$ cat src/rtl/imm_gen_pkg.sv
// imm_gen_pkg: immediate format encodings and datapath width shared by imm_gen.
package imm_gen_pkg;
    localparam int XLEN = 32;
    typedef enum logic [2:0] {
        IMM_I = 3'b000,
        IMM_S = 3'b001,
        IMM_B = 3'b010,
        IMM_J = 3'b011,
        IMM_U = 3'b100,
        IMM_Z = 3'b101
    } imm_src_e;
endpackage

$ cat src/rtl/imm_gen_decode.sv
// imm_gen_decode: combinational RV32I immediate format mux over instruction bits [31:7].
// IMM_GEN_ZIMM_EN enables the CSR zimm format on encoding 101.
module imm_gen_decode
    import imm_gen_pkg::*;
(
    input  logic [24:0]     instr,
    input  logic [2:0]      imm_src,
    output logic [XLEN-1:0] imm
);
    // instr[k] is instruction bit k+7, so instr[24] is the sign bit
    always_comb begin
        imm = '0;
        case (imm_src_e'(imm_src))
            IMM_I:   imm = {{20{instr[24]}}, instr[24:13]};
            IMM_S:   imm = {{20{instr[24]}}, instr[24:18], instr[4:0]};
            IMM_B:   imm = {{19{instr[24]}}, instr[24], instr[0], instr[23:18], instr[4:1], 1'b0};
            IMM_J:   imm = {{11{instr[24]}}, instr[24], instr[12:5], instr[13], instr[23:14], 1'b0};
            IMM_U:   imm = {instr[24:5], 12'b0};
`ifdef IMM_GEN_ZIMM_EN
            IMM_Z:   imm = {27'b0, instr[12:8]};
`endif
            default: imm = '0;
        endcase
    end
endmodule

$ cat src/rtl/imm_gen.sv
// imm_gen: RV32I immediate generator with a registered ID/EX copy and unsupported-format flag.
// IMM_GEN_ZIMM_EN enables the CSR zimm format on ImmSrc 101.
module imm_gen
    import imm_gen_pkg::*;
(
    input  logic            clk,
    input  logic            rst_n,
    input  logic [24:0]     Instr,
    input  logic [2:0]      ImmSrc,
    input  logic            en,
    input  logic            flush,
    output logic [XLEN-1:0] ImmExt,
    output logic [XLEN-1:0] ImmExtE,
    output logic            ImmSrcErr
);
    imm_gen_decode u_decode (
        .instr   (Instr),
        .imm_src (ImmSrc),
        .imm     (ImmExt)
    );

`ifdef IMM_GEN_ZIMM_EN
    assign ImmSrcErr = ImmSrc > IMM_Z;
`else
    assign ImmSrcErr = ImmSrc > IMM_U;
`endif

    always_ff @(posedge clk) begin
        if (!rst_n)
            ImmExtE <= '0;
        else if (flush)
            ImmExtE <= '0;
        else if (en)
            ImmExtE <= ImmExt;
    end
endmodule

$ cat config.mk
export PLATFORM = sky130hd
export DESIGN_NAME = imm_gen
export DESIGN_NICKNAME = d
export VERILOG_FILES = /design/src/rtl/imm_gen_pkg.sv /design/src/rtl/imm_gen_decode.sv /design/src/rtl/imm_gen.sv
export SDC_FILE = /design/constraint.sdc
export NUM_CORES = 1
export LEC_CHECK = 0
export BUFFER_PORTS_ARGS = -buffer_cell sky130_fd_sc_hd__buf_2
export CORE_ASPECT_RATIO = 1.4
export CORE_MARGIN = 2
export CORE_UTILIZATION = 47
export CTS_CLUSTER_DIAMETER = 150
export DETAILED_ROUTE_END_ITERATION = 10
export GPL_ROUTABILITY_DRIVEN = 0
export GPL_TIMING_DRIVEN = 1
export PLACE_DENSITY = 0.85
export SLEW_MARGIN = 10
export SYNTH_ARGS = -nofsm -noshare
export SYNTH_HDL_FRONTEND = slang
export SYNTH_SLANG_ARGS = --single-unit
$ cat constraint.sdc
create_clock -name clk -period 2.7 [get_ports clk]
set_clock_uncertainty 0.1 [all_clocks]
set_input_delay 0.135 -clock clk [delete_from_list [all_inputs] [get_ports clk]]
set_output_delay 0.135 -clock clk [all_outputs]
set_load 0.1 [all_outputs]
==> results_dict.tcl <==
set metrics [dict create \
    hold_viol_final 0 \
    critPathKind "primary input to primary output" \
    ir_worst_vdd_mv 0.574 \
    min_period_ns 2.03 \
    yosysSeqAreaShare_pct 37.7 \
    area_growth_pct 31.5 \
    maxSlewHeadroom_pct 50.3 \
    slowest_stage "nor3b_4" \
    clk_pin_slew_ns 0.07 \
    dieWidth_um 54.8 \
    crit_required_ns 2.47 \
    end_kind "primary output" \
    r2r_end "ImmExtE[11]" \
    largest_reg_flops 32 \
    clock_path_buffers 2 \
    powerDensity_nw_per_um2 652 \
    fillCellCount 294 \
    outcome "finished clean" \
    cts.sinks 32 \
    worstHoldStart "Instr[4]" \
    gr-usage-all-layers_pct 24.0 \
    path_cells "buf_2 > nor3b_4 > o21ai_0 > nand2_1 > buf_2" \
    synth_top_family_by_area "compound AO/OA/AOI/OAI gates" \
    vias 1827 \
    first_pass_iters 4 \
    drive_above_1_share_pct 39.1 \
    synth-compound-area-share_pct 25.2 \
    async_flop_share_pct 0 \
    ys_types 29 \
    path_max_fanout 22 \
    top_layer_used "met4" \
    dr.first_iter.drc_count 69 \
    grt_antenna_before_repair 0 \
    maxCapViolCount 0 \
    slowest_delay_ns 0.54 \
    layout_commonest_cell "buf_2" \
    overflow 0 \
    grt_pass1_vias 1654 \
    cts_hold_buf 0 \
    hold_path_end "ImmExtE[4]" \
    wl_met3_um 420 \
    regMostFlops "ImmExtE" \
    wl_met2_um 2410 \
    tns_ns 0 \
    largestRegisters "ImmExtE: 32 flops" \
    cp_common_cell "buf_2" \
    synth-seq-cells 32 \
    reg2reg_depth 2 \
    root_buffer "clkbuf_8" \
    start_util_pct 49.8 \
    yosys_warnings 0 \
    cts_tree "done" \
    slew_violations 0 \
    hpwl_um 3570 \
    wl_met1_um 1830 \
    synth_mux_area_share_pct 4.71 \
    rr_startpoint "ImmExtE[11]" \
    synth_fp_nets 241 \
    post_cts_buffers 0 \
    core_area_um2 3410 \
    critPathTopFamily "buffers and inverters" \
    rsz0062_at_grt "false" \
    grt_max_degree 32 \
    numPortBuffers 96 \
    drt.antenna.violating_nets 0 \
    synth_fa_ha_area_share_pct 0 \
    drt-total-wl_um 4770 \
    synth_edf_count 0 \
    syn_avg_cell_area_um2 8.13 \
    rrSetupSlack_ns 1.82 \
    clock_latency_ns 0.28 \
    rows 25 \
    worstPathArrival_ns 1.79 \
    holdPathStages 3 \
    layout_common_cells "buf_2, dfxtp_1, a21oi_1" \
    synthSimpleGateAreaFrac_pct 20.0 \
    io_pins 97 \
    grt_pass1_wl_um 7210 \
    drt-vias-per-instance 5.39 \
    netlist_instances 209 \
    numCtsBuffers 5 \
    regArea_um2 641 \
    final_util_pct 65.5 \
    timing.fmax_ghz 0.494 \
    fin_total_pwr_mw 1.46 \
    htreeDepth 2 \
    cts_resized 0 \
    fin_nets 331 \
    drc 0 \
    fin_crit_sh_pct 75.0 \
    tightest_slew_ns 0.744 \
    ys.flop_type "dfxtp_1" \
    setup_viol 0 \
    timing.critical_path.buf_inv 2 \
    post_drt_wl_per_cell_um 14.1 \
    hold_path_class "primary input to register" \
    multi_input_area_um2 907 \
    leakagePower_nw 1.16 \
    critPathLaunchType "primary input" \
    dieArea_um2 4120 \
    synth_area_um2 1700 \
    antennaDiodeCount 0 \
    die_height_um 75.1 \
    synth-xor-area-share_pct 3.24 \
]
[worst max-delay path by stage]
stage / start / end / depth (start not counted)
floorplan: ImmSrc[0] / ImmExt[1] / 4
global placement: ImmSrc[2] / ImmExt[19] / 5
detailed placement: ImmSrc[2] / ImmExt[19] / 5
CTS: ImmSrc[2] / ImmExt[19] / 5
global route: ImmSrc[2] / ImmExt[19] / 5
finish: ImmSrc[2] / ImmExt[19] / 5
[cells in the mapped netlist, types with 3 or more instances]
library cell,instances,area [µm²]
a31oi_1,26,163
a21oi_1,27,135
nand2_1,21,78.8
inv_1,14,52.6
buf_2,5,25.0
buf_6,3,33.8
nand3_1,9,45.0
dfxtp_1,32,641
nor3b_4,3,56.3
o21ai_0,21,105
clkbuf_1,5,18.8
nor2_1,8,30.0
nor2b_1,11,68.8
mux2i_1,8,80.1
[cells by family (layout without fill, tap and decap cells)]
| family | after synthesis | count (layout) |
|---|---|---|
| compound gates | 77 | 77 |
| xor+xnor | 2 | 2 |
| buf+inv | 30 | 120 |
| flops | 32 | 32 |
| mux | 8 | 8 |
| simple gates | 60 | 60 |
[through the flow]
stage / setup WS (ns) / std cells / hold WS, ns / cell area, µm²
2_1_floorplan: 0.380 / 209 / 0.186 / 1700
3_3_place_gp: 0.697 / 332 / 0.322 / 2150
3_5_place_dp: 0.675 / 332 / 0.325 / 2150
4_1_cts: 0.674 / 339 / 0.0214 / 2230
5_1_grt: 0.571 / 339 / 0.0315 / 2230
6_report: 0.674 / 339 / 0.0253 / 2230
[metal layers]
layer	GRT usage [%]	up-vias
met5	0	-
met4	11.9	0
met3	6.75	9
met2	40.2	74
met1	27.0	829
li1	-	915
[power by group]
part	total (mW)	internal, mW	switching (mW)
registers	0.495	0.488	0.00724
logic	0.608	0.101	0.508
clock network	0.355	0.174	0.180
[worst register-to-register path, delay by kind of cell (launching register included)]
| family | cells | cell delay (ns) |
|---|---|---|
| AOI/OAI and AO/OA | 1 | 0.20 |
| DFF | 1 | 0.31 |
| and+or+nand+nor | 1 | 0.16 |
[cell type report]
| cell class | count | share of cell area [%] |
|---|---|---|
| well taps | 40 | 2.24 |
| multi-input cells | 147 | 40.6 |
| inverters | 14 | 2.35 |
| flip-flops and latches | 32 | 28.7 |
| clock inverters | 2 | 0.560 |
| repair buffers | 99 | 22.5 |
| clock buffers | 5 | 3.08 |
(Power assumes the default switching activity.)
